--- config.mk ---
export PLATFORM = sky130hd
export DESIGN_NAME = sha1_msg_schedule
export DESIGN_NICKNAME = d
export VERILOG_FILES = /design/src/rtl/cryptopen_sha1_pkg.sv /design/src/rtl/prim_generic_rotl.sv /design/src/rtl/sha1_msg_schedule.sv
export SDC_FILE = /design/constraint.sdc
export NUM_CORES = 1
export LEC_CHECK = 0
export CAP_MARGIN = 20
export CORE_MARGIN = 1
export CORE_UTILIZATION = 60
export CTS_BUF_LIST = sky130_fd_sc_hd__clkbuf_8
export CTS_CLUSTER_SIZE = 14
export DETAILED_ROUTE_END_ITERATION = 10
export GPL_TIMING_DRIVEN = 0
export PLACE_DENSITY = 0.82
export SKIP_LAST_GASP = 1
export SLEW_MARGIN = 20
export SYNTH_ARGS = -nofsm -noshare
export SYNTH_HDL_FRONTEND = slang
export SYNTH_SLANG_ARGS = --single-unit
--- constraint.sdc ---
create_clock -name clk_i -period 6.1 [get_ports clk_i]
set_input_delay 1.525 -clock clk_i [delete_from_list [all_inputs] [get_ports clk_i]]
set_output_delay 1.525 -clock clk_i [all_outputs]
set_load 0.005 [all_outputs]
--- src/rtl/cryptopen_sha1_pkg.sv ---
// Shared SHA-1 schedule types, round/block constants and recurrence tap positions.
package cryptopen_sha1_pkg;

  typedef logic [31:0] sha1_word_t;

  localparam int SHA1_ROUNDS      = 80;
  localparam int SHA1_BLOCK_WORDS = 16;

  // Window offsets of W[t-3], W[t-8], W[t-14], W[t-16] relative to the word being emitted.
  localparam int TAP_A = 13;
  localparam int TAP_B = 8;
  localparam int TAP_C = 2;
  localparam int TAP_D = 0;

  typedef enum logic {
    LOAD,
    EXPAND
  } sched_state_e;

endpackage

--- src/rtl/prim_generic_rotl.sv ---
// Constant-distance left rotate; purely combinational, no backpressure.
module prim_generic_rotl #(
  parameter int Width    = 32,
  parameter int Position = 1
) (
  input  logic [Width-1:0] value,
  output logic [Width-1:0] result
);

  assign result = (value << Position) | (value >> (Width - Position));

endmodule

--- src/rtl/sha1_msg_schedule.sv ---
// SHA-1 message schedule: loads 16 words, streams W[0..79]; 1-cycle load-to-valid latency, holds under stall.
// Optional CRYPTOPEN_SCHED_ZEROIZE_EN wipes the window after the last word and on clear_i.
module sha1_msg_schedule
  import cryptopen_sha1_pkg::*;
#(
  parameter int Width      = 32,
  parameter int NumRounds  = SHA1_ROUNDS,
  parameter int BlockWords = SHA1_BLOCK_WORDS
) (
  input  logic             clk_i,
  input  logic             rst_i,
  input  logic             clear_i,
  input  logic             in_valid_i,
  output logic             in_ready_o,
  input  logic [Width-1:0] in_word_i,
  output logic             out_valid_o,
  input  logic             out_ready_i,
  output logic [Width-1:0] out_word_o,
  output logic [6:0]       out_idx_o,
  output logic             out_last_o
);

  localparam int CntW = $clog2(BlockWords);

  sched_state_e    state_q, state_d;
  logic [CntW-1:0] load_cnt;
  logic [6:0]      idx;
  logic [Width-1:0] win [BlockWords];
  logic [Width-1:0] tap_xor, next_word;
  logic            in_fire, out_fire, last_fire, load_done;

  assign in_ready_o  = (state_q == LOAD);
  assign out_valid_o = (state_q == EXPAND);
  assign out_word_o  = win[0];
  assign out_idx_o   = idx;
  assign out_last_o  = out_valid_o & (idx == 7'(NumRounds - 1));

  // clear_i swallows any handshake presented in the same cycle.
  assign in_fire   = in_valid_i & in_ready_o & ~clear_i;
  assign out_fire  = out_valid_o & out_ready_i & ~clear_i;
  assign last_fire = out_fire & out_last_o;
  assign load_done = in_fire & (load_cnt == CntW'(BlockWords - 1));

  assign tap_xor = win[TAP_A] ^ win[TAP_B] ^ win[TAP_C] ^ win[TAP_D];

  prim_generic_rotl #(
    .Width   (Width),
    .Position(1)
  ) u_rotl (
    .value (tap_xor),
    .result(next_word)
  );

  always_comb begin
    state_d = state_q;
    if (clear_i) begin
      state_d = LOAD;
    end else begin
      case (state_q)
        LOAD:    if (load_done) state_d = EXPAND;
        EXPAND:  if (last_fire) state_d = LOAD;
        default: state_d = LOAD;
      endcase
    end
  end

  always_ff @(posedge clk_i) begin
    if (rst_i) state_q <= LOAD;
    else       state_q <= state_d;
  end

  always_ff @(posedge clk_i) begin
    if (rst_i || clear_i) begin
      load_cnt <= '0;
      idx      <= '0;
    end else begin
      if (in_fire)  load_cnt <= load_done ? '0 : load_cnt + 1'b1;
      if (out_fire) idx      <= last_fire ? '0 : idx + 7'd1;
    end
  end

  // The last handshake does not shift, so win[0] keeps W[NumRounds-1] once the block is done.
  always_ff @(posedge clk_i) begin
    if (rst_i) begin
      for (int i = 0; i < BlockWords; i++) win[i] <= '0;
`ifdef CRYPTOPEN_SCHED_ZEROIZE_EN
    end else if (clear_i || last_fire) begin
      for (int i = 0; i < BlockWords; i++) win[i] <= '0;
`endif
    end else if (in_fire) begin
      win[load_cnt] <= in_word_i;
    end else if (out_fire && !out_last_o) begin
      for (int i = 0; i < BlockWords - 1; i++) win[i] <= win[i+1];
      win[BlockWords-1] <= next_word;
    end
  end

endmodule
======== Word-level counts from Yosys, hierarchy flattened ========
Memories as Yosys holds them, arrays and structs flattened.
Index checks and enable logic that the tools add are counted.
storage, ports and cells
  flip-flop bits (word level) ............. 12
  bits in writable memories ............... 512
  input bits .............................. 37
  output and inout port bits .............. 42
  word-level logic and storage cells ...... 75
  memories kept ........................... 1
operators by class
  $add $sub $neg .......................... 2
  equality and inequality tests ........... 2
  mux-type cells .......................... 33
  bitwise logic cells ..................... 29
  reductions and logical operators ........ 5
memory list
  name  depth  bits a word  read ports  clocked after memory_dff  write ports  line                     text
  win   16     32           16          0                         16           sha1_msg_schedule.sv:28  logic [Width-1:0] win [BlockWords];
operators by type and width
  kind                                                           number
  32-bit two-way mux                                             17
  32-bit bitwise XOR                                             3
  32-bit by 1-bit bitwise OR with 32-bit output                  1
  32-bit OR reduction                                            1
  1-bit bitwise OR                                               16
  1-bit two-way mux                                              12
  4-bit two-way mux                                              2
  7-bit by 1-bit adder with 7-bit output, second input constant  1
  1-bit AND                                                      7
  7-bit == test, second input constant                           1
  7-bit two-way mux                                              1
  4-bit by 1-bit adder with 4-bit output, second input constant  1
  4-bit == test, second input constant                           1
  1-bit NOT                                                      2
  1-bit one-hot mux with 2 select lines                          1
  2-bit OR reduction                                             1
  1-bit logical AND                                              1
  1-bit logical NOT                                              1
  1-bit logical OR                                               1

======== Depth between registers and ports, before layout ========
Gate-level depths: netlist (run 1).
  word-level depth ........................ 10
  gate-level depth with buffers ........... 7

======== Hierarchy ========
Synthesis (run 1) repeated with hierarchy kept, for this count alone.
second synthesis, totals
  cell total of the unflattened synthesis .. 1640
  area, all modules ....................... 24289.5 um^2
modules (own cells, without submodules)
  module             instances  cells each  area each (um^2)  sequential area each (um^2)
  sha1_msg_schedule  1          1608        24049.3           15615.0
  prim_generic_rotl  1          32          240.2             0.0

======== Worst setup path after synthesis (run 1) ========
Ideal clock, no wire load.
  path kind ............................... input -> register
  from .................................... input clear_i
  to ...................................... memory win[10][0], enable pin
  arrival ................................. 3235 ps
  data required time ...................... 5540 ps
  path slack .............................. 2305 ps
  stages .................................. 5
  cell sequence ........................... buf_2 nand3b_1 o21bai_1 clkbuf_1 nand3b_1
RTL lines
  item                line                     text
  start: declaration  sha1_msg_schedule.sv:12  input logic clear_i,
  end: declaration    sha1_msg_schedule.sv:28

==> flow_metrics.py, run 1 <==
metrics = {
    "outcome": {
        "status": "finished, final reports clean",
    },
    "pwr": {
        "pwr-share-comb_pct": 7.3,
        "power_density_nw_per_um2": 269.8,
        "netSwitchingPower_uw": 1783,
        "total_leakage_power_uw": 0.01086,
        "power.share.clock_pct": 36.7,
        "intPower_uw": 5726,
        "netSwitchingFraction_pct": 23.75,
        "seqPwrFrac_pct": 56.1,
        "vdd_drop_max_mv": 0.1590,
    },
    "logic_synthesis": {
        "avgSynthCellArea_um2": 15.73,
        "ys_warn_count": 0,
        "synth_top_area_share_pct": 62.68,
        "synthCells": 1559,
        "yosysTopAreaCell": "edfxtp_1",
        "synthArstFlopShare_pct": 0,
        "ys_top_cells_by_area": "edfxtp_1, a22o_1, mux2_4, nor2b_1, xnor2_1",
        "syn_area_um2": 24530,
        "synth_edf_count": 512,
        "synth_ff_type": "edfxtp_1",
        "yosysUniqueCellTypes": 41,
        "seq_area_frac_synth_pct": 63.66,
        "synth_seq_cells": 524,
        "synth_nets": 1601,
    },
    "timing": {
        "hold_slack_ns": 0.5316,
        "slew_violations": 0,
        "tightest_slew_ns": 0.9589,
        "timing.fmax_mhz": 247.1,
        "tns_ns": 0,
        "hold_viol": 0,
        "maxSlewHeadroom_pct": 35.78,
        "finalSetupViolCount": 0,
        "rsz0062_at_grt": "false",
        "skew_ns": 0.02686,
        "fin_crit_ns": 4.047,
        "period_share_pct": 66.35,
    },
    "floorplanning": {
        "start_util_pct": 61.32,
        "fp.dieW_um": 204.2,
        "die_h_um": 204.2,
        "pin_count": 79,
        "core_area_um2": 40010,
        "rows": 73,
        "dieArea_um2": 41700,
    },
    "grt": {
        "busiest_layer": "met2",
        "grt_start_max_net_pins": 19,
        "met2_usage_pct": 48.72,
        "grt_overflow_total": 0,
        "grt_use_met1_pct": 42.31,
        "grt_use_met3_pct": 7.797,
        "grt_pass1_vias": 15650,
        "track_usage_pct": 30.84,
        "grt_pass1_wl_um": 94760,
        "grt_antenna_before_repair": 1,
    },
    "worst_setup_path": {
        "critPathArrivalTime_ns": 4.43,
        "critical_path.max_fanout": 18,
        "cp-end-kind": "flop",
        "worstSetupStartpointType": "primary input",
        "worst-endpoint-required_ns": 6.48,
        "r2r_setup_slack_ns": 2.68,
        "critical_path_class": "in -> reg",
    },
    "clock_tree": {
        "clk_pin_slew_worst_paths_ns": 0.07,
        "cts_buffers": 84,
        "clock_latency_ns": 0.66,
        "clockBufferDepth": 3,
        "cts_resized": 0,
        "clkSinkCount": 524,
        "cts_max_level": 3,
        "postCtsHoldBufs": 0,
        "cts_tree": "yes",
        "cts_setup_buffers": 0,
        "clockRootBuffer": "clkbuf_8",
    },
    "detailed_routing": {
        "vias": 15300,
        "wl_per_cell_um": 26.79,
        "drtIter0Drc": 1788,
        "vias_per_cell": 6.523,
        "dr.pass1.iters": 5,
        "ant_nets": 0,
        "routed_wirelength_um": 62820,
        "drc": 0,
    },
    "finish": {
        "num_antenna_cells": 0,
        "finish.net_count": 1797,
        "final_cells": 2345,
        "drive_gt1_share_pct": 21.76,
        "fin_util_pct": 69.57,
        "fillers": 2605,
        "synthToLayoutAreaGrowth_pct": 13.46,
    },
    "placement": {
        "dp.cells": 2194,
        "place_hpwl_um": 42510,
        "gp_congestion": 0.8763,
        "io_buffers": 76,
    },
    "hold_path": {
        "hp-class": "reg -> reg",
    },
    "flow_run": {
        "drv_cap": 0,
    },
}
[critical path, cell delays in order]
cell and delay (ns):
clkdlybuf4s50_1 0.46, nor2b_1 0.21, a31oi_1 0.70, clkbuf_1 0.62
nand2_2 0.53, buf_12 0.33
[state kept, by name, summed over array words and instances, names as in the netlist]
signal / count
load_cnt: 4
out_idx_o: 7
out_valid_o: 1
win: 512
[Yosys cell counts, types with 4 or more instances]
master / count
a22o_1: 352
o21ai_0: 4
clkbuf_1: 62
nor2b_1: 164
nand3_4: 5
buf_4: 19
a21oi_1: 4
ha_1: 5
nand2_1: 7
nand3b_1: 17
nor2_1: 6
buf_2: 58
xor2_1: 34
xnor2_1: 65
nand3_1: 16
and3_1: 11
mux2_4: 145
edfxtp_1: 512
mux2_2: 15
buf_6: 17
dfxtp_1: 12
[logic make-up (layout without fill, tap and decap cells)]
logic type	count (synthesis)	after routing	synth area share, %
flip-flops	524	524	63.66
AO/OA/AOI/OAI	371	371	13.08
AND/OR/NAND/NOR	240	240	6.350
multiplexers	160	160	9.564
adder cells (fa/ha/maj)	5	5	0.2550
buffers and inverters	160	421	3.555
XOR/XNOR	99	99	3.535
[path summary, 6_finish.rpt]
check,endpoint,from,cells past startpoint
max,win[15][15]$_DFFE_PP_,in_valid_i,6
min,win[8][30]$_DFFE_PP_,win[9][30]$_DFFE_PP_,1
max reg2reg,win[15][15]$_DFFE_PP_,load_cnt[0]$_SDFFE_PP0P_,6
min reg2reg,win[8][30]$_DFFE_PP_,win[9][30]$_DFFE_PP_,1
[layer usage]
| metal | vias up | share of wire (%) | wire (um) |
|---|---|---|---|
| met4 | 2 | 2.5 | 1582 |
| met1 | 7740 | 39 | 24510 |
| li1 | 6487 | - | - |
| met3 | 136 | 11 | 6875 |
| met2 | 931 | 48 | 29850 |
| met5 | - | 0.016 | 10 |
[metrics by stage]
step / instance area, um2 / total power (uW) / setup WS, ns
3_5_place_dp: 26350 / 4813 / 1.429
4_1_cts: 27830 / 7505 / 2.105
5_1_grt: 27830 / 7698 / 1.966
6_report: 27830 / 7508 / 2.053
2_1_floorplan: 24530 / 4576 / 2.305
3_3_place_gp: 25950 / 4774 / 0.5473
[cell usage in the layout (no fill, tap or decap), types with 30 or more instances in the layout]
| cell type | netlist | final |
|---|---|---|
| mux2_4 | 145 | 145 |
| clkbuf_1 | 62 | 62 |
| xor2_1 | 34 | 34 |
| nor2b_1 | 164 | 164 |
| clkbuf_8 | 0 | 89 |
| inv_1 | 3 | 30 |
| xnor2_1 | 65 | 65 |
| buf_2 | 58 | 58 |
| clkdlybuf4s50_1 | 0 | 76 |
| a22o_1 | 352 | 352 |
| edfxtp_1 | 512 | 512 |
| buf_6 | 17 | 48 |
[power by group through the flow]
| stage | Sequential [uW] | Clock, uW | Combinational, uW |
|---|---|---|---|
| floorplan | 4260 | 0 | 319 |
| global placement | 4280 | 0 | 489 |
| detailed placement | 4280 | 0 | 536 |
| CTS | 4210 | 2760 | 541 |
| global route | 4220 | 2900 | 578 |
| finish | 4210 | 2750 | 546 |
[cell type report]
cell class | instances | area (um2) | share of cell area [%]
plain buffers | 157 | 860.8 | 3.093
clock buffers | 89 | 1225 | 4.401
clock inverters | 62 | 257.7 | 0.9261
inverters | 3 | 11.26 | 0.04046
multi-input cells | 875 | 8045 | 28.91
flip-flops and latches | 524 | 15620 | 56.11
well taps | 525 | 656.9 | 2.360
repair buffers | 110 | 1160 | 4.167
No activity file was read; power rests on OpenSTA's default activity.
==> inputs of run 2 (changes only) <==
==> constraint.sdc (replaced) <==
create_clock -name clk_i -period 4.1 [get_ports clk_i]
set_input_delay 1.025 -clock clk_i [delete_from_list [all_inputs] [get_ports clk_i]]
set_output_delay 1.025 -clock clk_i [all_outputs]
set_load 0.005 [all_outputs]
==> results of run 2 <==
The final DEF is identical to that of run 1. Status: finished, final reports clean.
Main changes from that run: setup slack after placement 1.429 ns -> -0.07135 ns; setup slack after layout 2.053 ns -> 0.5527 ns; register-to-register setup slack 2.68 ns -> 0.68 ns; total power 7508 uW -> 11170 uW; worst IR drop on VDD 0.1590 mV -> 0.2365 mV
==> inputs of run 3 (changes only) <==
--- a/config.mk
+++ b/config.mk
@@ -6,6 +6,7 @@
 export NUM_CORES = 1
 export LEC_CHECK = 0
 export CAP_MARGIN = 20
+export CORE_ASPECT_RATIO = 2
 export CORE_MARGIN = 1
 export CORE_UTILIZATION = 60
 export CTS_BUF_LIST = sky130_fd_sc_hd__clkbuf_8
@@ -13,6 +14,7 @@
 export DETAILED_ROUTE_END_ITERATION = 10
 export GPL_TIMING_DRIVEN = 0
 export PLACE_DENSITY = 0.82
+export SKIP_CTS_REPAIR_TIMING = 1
 export SKIP_LAST_GASP = 1
 export SLEW_MARGIN = 20
 export SYNTH_ARGS = -nofsm -noshare
==> run 3 against run 2 <==
Sequential share of layout area about the same; worst hold slack worse by 0.0051 ns; cell count down 0.47%; via count is 0.31% lower; clock-buffer cell count shrank 14; sequential power barely moved; first-iteration DRC count fell by 10%; maximum frequency is 3.9% lower; global-route usage up 1.4 points; non-clock buffer count grew 2; wire length up 4.6%; combinational power increased by 1%; critical endpoint is now win[15][16]$_DFFE_PP_.
==> flow_metrics.py, run 3 (synthesis results as in run 1) <==
metrics = {
    "timing": {
        "slew_violations": 0,
        "rsz0062_at_grt": "false",
        "worst_slack_ns": 0.4107,
        "timing.fmax_mhz": 271.1,
        "period_share_pct": 89.98,
        "tightest_slew_ns": 0.9997,
        "hold_slack_ns": 0.5264,
        "skew_ns": 0.02354,
        "maxSlewHeadroom_pct": 33.04,
        "fin_crit_ns": 3.689,
        "hold_viol": 0,
        "finalSetupViolCount": 0,
    },
    "hold_path": {
        "worstHoldStart": "win[1][7]$_DFFE_PP_",
        "hp-class": "reg -> reg",
        "hold_depth": 1,
    },
    "detailed_routing": {
        "vias": 15250,
        "dr.pass1.iters": 5,
        "vias_per_cell": 6.533,
        "drc": 0,
        "routed_wirelength_um": 65700,
        "drtIter0Drc": 1609,
        "wl_per_cell_um": 28.15,
        "ant_nets": 0,
    },
    "worst_setup_path": {
        "reg2regPathDepth": 6,
        "critical_path_class": "in -> reg",
        "worst-endpoint-required_ns": 4.49,
        "rr_startpoint": "load_cnt[0]$_SDFFE_PP0P_",
        "worstSetupStartpointType": "primary input",
        "crit_path_start": "in_valid_i",
        "cp-end-kind": "flop",
        "critPathArrivalTime_ns": 4.08,
        "critical_path.max_fanout": 22,
    },
    "finish": {
        "final_common_cell": "edfxtp_1",
        "final_cells": 2334,
        "largest_register": "win",
        "largest_reg_flops": 512,
        "synthToLayoutAreaGrowth_pct": 13.56,
        "final_cell_area_um2": 27860,
        "fin_util_pct": 69.28,
        "layout_common_cells": "edfxtp_1, a22o_1, nor2b_1",
        "finish.net_count": 1787,
        "drive_gt1_share_pct": 22.20,
    },
    "floorplanning": {
        "core_area_um2": 40210,
        "fp.dieW_um": 145.0,
        "dieArea_um2": 41740,
        "die_h_um": 287.9,
        "start_util_pct": 61.01,
        "rows": 104,
        "pin_count": 79,
    },
    "clock_tree": {
        "clkSinkCount": 524,
        "clk_pin_slew_worst_paths_ns": 0.07,
        "clock_latency_ns": 0.66,
        "clockBufferDepth": 3,
        "cts_tree": "yes",
        "cts_max_level": 3,
        "clockRootBuffer": "clkbuf_8",
        "cts_buffers": 72,
    },
    "pwr": {
        "power.share.clock_pct": 37.2,
        "vdd_drop_max_mv": 0.2694,
        "seqPwrFrac_pct": 55.5,
        "power_density_nw_per_um2": 404.7,
        "total_leakage_power_uw": 0.01082,
        "netSwitchingPower_uw": 2652,
        "intPower_uw": 8621,
        "netSwitchingFraction_pct": 23.52,
        "pwr-share-comb_pct": 7.3,
    },
    "flow_run": {
        "drv_cap": 0,
    },
    "placement": {
        "io_buffers": 76,
        "placed_cell_area_um2": 26400,
        "dpl_worst_slack_ns": -0.1849,
        "gp_congestion": 0.9337,
        "place_hpwl_um": 46580,
        "dp.cells": 2201,
    },
    "grt": {
        "grt_pass1_wl_um": 99150,
        "track_usage_pct": 32.28,
        "grt_overflow_total": 0,
        "grt_start_max_net_pins": 23,
        "grt_pass1_vias": 16160,
        "grt_antenna_before_repair": 2,
    },
    "outcome": {
        "status": "finished, final reports clean",
    },
}
## run 3: worst paths after layout
check / end / slack, ns
worst min register to register: win[0][7]$_DFFE_PP_ / 0.53
worst max register to register: win[15][16]$_DFFE_PP_ / 0.52
worst max-delay path: win[15][16]$_DFFE_PP_ / 0.41
worst min-delay path: win[0][7]$_DFFE_PP_ / 0.53
## run 3: metal layers
layer,vias up,wire length [um],global-route usage [%]
li1,6452,-,-
met1,7728,22240,35.26
met2,824,34890,57.84
met3,244,4530,6.197
met4,0,4031,19.60
met5,-,0,0
## run 3: worst max-delay path: stages
cell             delay, ns
clkdlybuf4s50_1       0.47
nor2b_1               0.22
a31oi_1               0.73
clkbuf_1              0.75
nand2_2               0.51
buf_12                0.35
## run 3: cell type report
cell class | instances | area [um2]
sequential | 524 | 15620
fill | 2606 | 12350
multi-input combinational | 875 | 8045
timing repair buffer | 112 | 1205
clock buffer | 75 | 1032
buffer | 157 | 860.8
tap | 530 | 663.1
clock inverter | 56 | 417.9
inverter | 3 | 11.26
antenna | 2 | 5.005
## run 3: power by group through the flow
stage          Sequential (uW)  Combinational, uW  Clock (uW)
2_1_floorplan             6330                475           0
3_5_place_dp              6370                810           0
6_report                  6260                822        4190
5_1_grt                   6280                869        4400
4_1_cts                   6260                817        4200
3_3_place_gp              6380                736           0
## run 3: through the flow
step,total power [uW],setup TNS (ns)
floorplan,6808,0
global placement,7115,-313.52
detailed placement,7178,-3.961
CTS,11280,0
global route,11550,0
finish,11270,0
